<file path="src/rtl/serial_adder_pkg.sv">
// serial_adder_pkg
//   Shared types for the bit-serial adder.
//   serial_adder_state_e : controller state (Idle / Busy / Done).
package serial_adder_pkg;

  typedef enum logic [1:0] {
    Idle = 2'b00,
    Busy = 2'b01,
    Done = 2'b10
  } serial_adder_state_e;

endpackage

</file>
<file path="src/rtl/full_adder.sv">
// full_adder
//   Single-bit combinational full adder.
//   in1_i, in2_i : operand bits
//   carry_i      : carry-in
//   sum_o        : in1_i ^ in2_i ^ carry_i
//   carry_o      : majority(in1_i, in2_i, carry_i)
module full_adder (
  input  logic in1_i,
  input  logic in2_i,
  input  logic carry_i,
  output logic sum_o,
  output logic carry_o
);

  assign sum_o   = in1_i ^ in2_i ^ carry_i;
  assign carry_o = (in1_i & in2_i) | (in1_i & carry_i) | (in2_i & carry_i);

endmodule

</file>
<file path="src/rtl/serial_adder.sv">
// serial_adder
//   Bit-serial adder: one full_adder processes one bit pair per cycle,
//   LSB first, with the carry held in a register between cycles.
//   Width        : operand / sum width (2..64)
//   clk_i        : clock, rising edge
//   rst_ni       : asynchronous active-low reset
//   in_valid_i   : operand request valid
//   in_ready_o   : ready to accept operands (Idle only)
//   a_i, b_i     : operands
//   carry_i      : carry-in for this operation
//   out_valid_o  : result valid (Done only)
//   out_ready_i  : consumer accepts the result
//   sum_o        : (a + b + carry_i) mod 2^Width
//   carry_o      : carry-out of bit Width-1
module serial_adder
  import serial_adder_pkg::*;
#(
  parameter int unsigned Width = 8
) (
  input  logic             clk_i,
  input  logic             rst_ni,
  input  logic             in_valid_i,
  output logic             in_ready_o,
  input  logic [Width-1:0] a_i,
  input  logic [Width-1:0] b_i,
  input  logic             carry_i,
  output logic             out_valid_o,
  input  logic             out_ready_i,
  output logic [Width-1:0] sum_o,
  output logic             carry_o
);

  localparam int unsigned CntW = $clog2(Width);
  localparam logic [CntW-1:0] CntLast = CntW'(Width - 1);

  serial_adder_state_e state_q, state_d;
  logic [Width-1:0]    a_q, a_d;
  logic [Width-1:0]    b_q, b_d;
  logic [Width-1:0]    sum_q, sum_d;
  logic                carry_q, carry_d;
  logic [CntW-1:0]     cnt_q, cnt_d;

  logic                fa_sum;
  logic                fa_carry;

  full_adder u_full_adder (
    .in1_i   (a_q[0]),
    .in2_i   (b_q[0]),
    .carry_i (carry_q),
    .sum_o   (fa_sum),
    .carry_o (fa_carry)
  );

  always_comb begin
    state_d     = state_q;
    a_d         = a_q;
    b_d         = b_q;
    sum_d       = sum_q;
    carry_d     = carry_q;
    cnt_d       = cnt_q;
    in_ready_o  = 1'b0;
    out_valid_o = 1'b0;

    unique case (state_q)
      Idle: begin
        in_ready_o = 1'b1;
        if (in_valid_i) begin
          a_d     = a_i;
          b_d     = b_i;
          sum_d   = '0;
          carry_d = carry_i;
          cnt_d   = '0;
          state_d = Busy;
        end
      end

      Busy: begin
        // Sum bits enter at the MSB; after Width shifts bit 0 sits at the LSB.
        a_d     = {1'b0, a_q[Width-1:1]};
        b_d     = {1'b0, b_q[Width-1:1]};
        sum_d   = {fa_sum, sum_q[Width-1:1]};
        carry_d = fa_carry;
        cnt_d   = cnt_q + CntW'(1);
        if (cnt_q == CntLast) begin
          state_d = Done;
        end
      end

      Done: begin
        out_valid_o = 1'b1;
        if (out_ready_i) begin
          state_d = Idle;
        end
      end

      default: begin
        state_d = Idle;
      end
    endcase
  end

  always_ff @(posedge clk_i or negedge rst_ni) begin
    if (!rst_ni) begin
      state_q <= Idle;
      a_q     <= '0;
      b_q     <= '0;
      sum_q   <= '0;
      carry_q <= 1'b0;
      cnt_q   <= '0;
    end else begin
      state_q <= state_d;
      a_q     <= a_d;
      b_q     <= b_d;
      sum_q   <= sum_d;
      carry_q <= carry_d;
      cnt_q   <= cnt_d;
    end
  end

  assign sum_o   = sum_q;
  assign carry_o = carry_q;

`ifndef SYNTHESIS
  a_ready_valid_exclusive : assert property (
    @(posedge clk_i) disable iff (!rst_ni) !(in_ready_o && out_valid_o)
  );

  a_output_stable : assert property (
    @(posedge clk_i) disable iff (!rst_ni)
      (out_valid_o && !out_ready_i) |=> ($stable(sum_o) && $stable(carry_o))
  );
`endif

endmodule

</file>
<file path="config.mk">
export PLATFORM = sky130hd
export DESIGN_NAME = serial_adder
export DESIGN_NICKNAME = d
export VERILOG_FILES = /design/src/rtl/serial_adder_pkg.sv /design/src/rtl/full_adder.sv /design/src/rtl/serial_adder.sv
export SDC_FILE = /design/constraint.sdc
export NUM_CORES = 1
export LEC_CHECK = 0
export CAP_MARGIN = 20
export CORE_UTILIZATION = 40
export CTS_CLUSTER_DIAMETER = 100
export DETAILED_ROUTE_END_ITERATION = 10
export GPL_TIMING_DRIVEN = 0
export PLACE_DENSITY = 0.7
export SYNTH_ARGS = -nofsm -noshare
export SYNTH_HDL_FRONTEND = slang
export SYNTH_SLANG_ARGS = --single-unit
</file>
<file path="constraint.sdc">
create_clock -name clk_i -period 1.22 [get_ports clk_i]
set_clock_uncertainty 0.15 [all_clocks]
set_input_delay 0.122 -clock clk_i [delete_from_list [all_inputs] [get_ports clk_i]]
set_output_delay 0.122 -clock clk_i [all_outputs]
set_load 0.005 [all_outputs]
</file>
## Word-level counts from Yosys, hierarchy flattened

Index checks and enable logic that the tools add are counted.

- Bits in latches: 0
- Memories: 0
- RAM bits: 0
- Logic and storage cells: 40
- Bits of input ports: 21
- Register bits after elaboration: 30
- Output and inout port bits: 11
- Memory bits (read-only): 0

- Div/mod/pow operators: 0
- Reductions and logical operators: 4
- $lt $le $gt $ge: 0
- $add $sub $neg: 1
- Multiply operators: 0
- Equal/unequal tests: 6
- Shifts and indexed selects: 0
- Multiplexer cells: 16
- Bitwise logic cells: 7

Operators with widths:

| cell | count |
|---|---|
| case mux 8 bit (2 select lines) | 3 |
| two-way mux 8 bit | 3 |
| two-way mux 2 bit | 3 |
| inequality test 2 bit, second input constant | 3 |
| case mux 2 bit (3 select lines) | 1 |
| case mux 3 bit (2 select lines) | 1 |
| adder 3 x 1 -> 3 bit, second input constant | 1 |
| bitwise AND 1 bit | 3 |
| equality test 3 bit, second input constant | 1 |
| two-way mux 1 bit | 3 |
| two-way mux 3 bit | 1 |
| AND reduction 3 bit | 1 |
| equality test 2 x 1 -> 1 bit, second input constant | 1 |
| equality test 2 bit, second input constant | 1 |
| zero test 2 bit | 1 |
| bitwise OR 1 bit | 2 |
| case mux 1 bit (2 select lines) | 1 |
| AND reduction 2 bit | 1 |
| nonzero test 2 bit | 1 |
| bitwise XOR 1 bit | 2 |

## Longest topological paths before layout

- Depth after elaboration: 4
- Depth in mapped cells: 5
- Depth with buffers taken out: 5

## Modules after synthesis

Synthesis repeated with hierarchy kept, for this count alone.

- Cell total of the unflattened synthesis: 120
- Area total of the unflattened synthesis: 1380.1 um^2

Modules (own cells, without submodules):

| module | cells each | sequential area each (um^2) | times used | area each (um^2) |
|---|---|---|---|---|
| serial_adder | 119 | 750.7 | 1 | 1360.1 |
| full_adder | 1 | 0.0 | 1 | 20.0 |

## Worst setup path after synthesis

OpenSTA, ideal clock, no wires.

- Kind: reg-to-reg
- From: register carry_q, in the netlist carry_o
- To: register carry_q, in the netlist carry_o
- Setup slack: -105 ps
- Path buffers: 0
- Required time: 976 ps
- Cell stages (with the launch flop): 4
- Library setup time: 94 ps
- Data arrival time: 1081 ps
- Period minus slack after synthesis: 1325 ps
- Cells stage by stage: dfrtp_1 > inv_1 > fa_1 > a221oi_2

- Cells in the longest elaborated chain, start to end: 4
- Elaborated cells on any way between the ends: 5
- Classes of those cells: mux: 1; bitwise: 4

RTL lines:

| what | line | text |
|---|---|---|
| start, declared | serial_adder.sv:40 | `logic carry_q, carry_d;` |
| start signal, assigned | serial_adder.sv:115 | `carry_q <= carry_d;` |
| bitwise AND 1 bit | full_adder.sv:16 | `assign carry_o = (in1_i & in2_i) \| (in1_i & carry_i) \| (in2_i & carry_i);` |
| bitwise OR 1 bit | full_adder.sv:16 |  |
| bitwise OR 1 bit (*) | full_adder.sv:16 |  |
| case mux 1 bit (2 select lines) (*) | serial_adder.sv:64 | `unique case (state_q)` |

Mark *: on every way between the ends. The rest lies on a longest branch, timed or not.
A chain may end at the register's enable or synchronous reset.

## Worst setup path in the final report

- From: register state_q[1]
- To: register b_q[4]

- Cells in the longest elaborated chain, start to end: 3
- Elaborated cells on any way between the ends: 6
- Classes of those cells: eq/ne: 2; mux: 1; reduce/logical: 3

RTL lines:

| what | line | text |
|---|---|---|
| start, declared | serial_adder.sv:36 | `serial_adder_state_e state_q, state_d;` |
| start signal, assigned | serial_adder.sv:104 | `state_q <= Idle;` |
| start signal, assigned | serial_adder.sv:111 | `state_q <= state_d;` |
| equality test 2 x 1 -> 1 bit / zero test 2 bit (equally long branches) | serial_adder.sv:64 |  |
| nonzero test 2 bit (no line) / inequality test 2 bit (equally long branches) | n/a |  |
| AND reduction 2 bit (no line) | n/a |  |
| end signal, assigned | serial_adder.sv:106 | `b_q <= '0;` |
| end signal, assigned | serial_adder.sv:113 | `b_q <= b_d;` |
| end, declared | serial_adder.sv:38 | `logic [Width-1:0] b_q, b_d;` |

Parallel ways exist; a longest one is shown, timed or not.

==> reports/qor.yml <==
synthCells: 133
num_vias: 1380
max_cap_viol_count: 0
cts_num_sinks: 30
yosysMostFrequentCell: "dfrtp_1"
avgViaCountPerCell: 5.63
path_class: "reg2reg"
track_usage: 0.228
setup_viol: 33
insertion_delay_ps: 340
power.density_mw_per_mm2: 2270
peakVddDrop_v: 0.00106
nFillCells: 255
grt_start_max_net_pins: 17
holdWs_ps: 104
dieArea_mm2: 0.00390
timing.final.crit_share: 1.25
synth_seq_area_share: 0.514
wire_per_inst_um: 16.9
rsz0062_at_grt: "yes"
top_usage_layer: "met2"
synth.avg_cell_area_um2: 11.0
critPathLaunchType: "register"
grt_pass1_wl_um: 6690
crit_arrival_ps: 1610
ys_top_cells_by_count: "30 x dfrtp_1, 21 x nor3_1, 14 x o22ai_1, 11 x nor2_1, 9 x a22o_1"
p_leak_uw: 0.00100
yosysTopAreaCell: "dfrtp_1"
syn_to_final_growth_pct: 58.1
grt_overflow: 0
grt_pass1_vias: 1437
io_buffers: 31
ys_warn_count: 0
clock.fmax_mhz: 653
status: "finished with violations"
synth.area.top_cells: "dfrtp_1 51%, nor3_1 7.2%, o22ai_1 6.0%"
cp_common_cell: "buf_6"
async_reset_ff_frac: 1.00
slew_viol_final: 0
crit_buf_inv: 3
crit_path_end_kind: "register"
initial_utilization: 0.427
die_w_um: 62.4
synth_top_flop_cell: "dfrtp_1"
cp.required_ps: 1300
worstSetupPathDepth: 6
grt_util_met2: 0.382
clk_pin_slew_ps: 100
violations: "setup timing"
ys_types: 27
cts-root-buf: "clkbuf_4"
hold_buffers: 0
fin_setup_tns_ps: -7150
cp_top_family: "buffers and inverters"
antenna_found_initial: 0
rows: 21
worst-r2r-setup-slack_ps: -310
timing.rr.end: "b_q[4]"
worstMarginPinSlew_ps: 843
cts_buffer_depth: 2
drt_first_iter_violations: 55
crit_end: "b_q[4]"
insertedDiodeCount: 0
syn_nets: 157
min_period_ps: 1530
fin_ws_ps: -311
dp_hpwl_um: 2400
synth-edff-count: 0
numCtsBuffers: 5
gp_congestion: 0.819
nNetsFinal: 223
dr.pass1.iters: 4
hold_path.class: "in2async"
core_area_mm2: 0.00342
path_cells: "buf_6, buf_6, nand2b_4, buf_8, o32ai_2, nor2_1"
met1_usage: 0.265
drc: 0
ys_seq_elements: 30
drive_gt1_frac: 0.437
cts_tree: "built"
wl_um: 4150
relSlewSlack: 0.436
crit_start: "state_q[1]"
netlist.area_leader.share: 0.514
htreeDepth: 2
r2r_start: "state_q[1]"
slowest_delay_ps: 400
hold_viol: 0
slowest_stage: "dfrtp_1"
grtUsageMet3: 0.0547
ant_nets: 0
die_y_um: 62.4
cp_max_fo: 6
syn_area_mm2: 0.00146
r2r_cells: 6
ios: 32
p_total_uw: 5230
-- worst min path at each step --
stage               cells after the start  slack [ps]       end  startpoint
floorplan                               0        -320    a_q[0]      rst_ni
global placement                        1         330  cnt_q[0]    cnt_q[0]
detailed placement                      1         340  sum_o[0]    sum_o[0]
CTS                                     1         140  sum_o[4]      rst_ni
global route                            1         170    b_q[4]      rst_ni
finish                                  1         100    b_q[4]      rst_ni
-- repair_timing --
action | in CTS | in global routing
cloned | 1 | 0
buffers inserted | 21 | 5
pin swaps | 8 | 8
endpoints found under the setup margin | 40 | 38
gates resized for setup | 65 | 15
-- layout make-up --
type	instances	area, um2	share of cell area
flip-flops and latches	30	752	0.326
repair buffers	59	536	0.232
inverters	5	21.3	0.00921
multi-input cells	86	757	0.328
plain buffers	12	138	0.0596
clock inverters	2	10.0	0.00434
well taps	46	57.6	0.0249
clock buffers	5	37.5	0.0163
-- worst reg2reg max path: cells and delay by family, from the launching register on --
kind / cells / cell delay [ps]
buffers and inverters: 3 / 410
DFF: 1 / 400
and+or+nand+nor: 2 / 250
AOI/OAI and AO/OA: 1 / 210
-- stage by stage --
stage / std cells / area [um2] / utilization / setup WS (ps)
4_1_cts: 240 / 2250 / 0.658 / -293
2_1_floorplan: 133 / 1490 / - / -65.5
3_5_place_dp: 211 / 1890 / 0.552 / -439
6_report: 245 / 2310 / 0.676 / -311
5_1_grt: 245 / 2310 / 0.676 / -358
3_3_place_gp: 210 / 1860 / 0.544 / -618
-- where the power goes --
part	total [uW]	internal (uW)	switching (uW)	leakage [uW]
Combinational	2840	1580	1270	0.000605
Clock	562	207	355	0.0000308
Sequential	1820	1450	377	0.000364
-- metal layers --
layer / up-vias / wire [um]
li1: 625 / -
met1: 683 / 1730
met2: 56 / 2050
met3: 16 / 236
met4: 0 / 127
met5: - / 0
-- registers in the layout (all words and copies together), names as in the netlist --
signal	count
a_q	8
state_q	2
sum_o	8
b_q	8
carry_o	1
cnt_q	3
-- cell usage in the layout (no fill, tap or decap), drive strengths merged, types with 2 or more instances in the layout --
cell type and n:
nor3 21, dfrtp 30, ha 2, nand2b 2, nand2 5, clkinv 2, clkbuf 11, clkdlybuf4s50 20
buf 44, o21ai 6, nor2 11, inv 5, o32ai 8, a22o 9, o22ai 14
-- logic make-up after synthesis --
kind of cell             synth area share
AO/OA/AOI/OAI                       0.219
AND/OR/NAND/NOR                     0.141
buffers and inverters              0.0891
flip-flops                          0.514
multiplexers                      0.00686
adder cells (fa/ha/maj)            0.0308
Note: power is estimated with default switching activity, not from simulation.
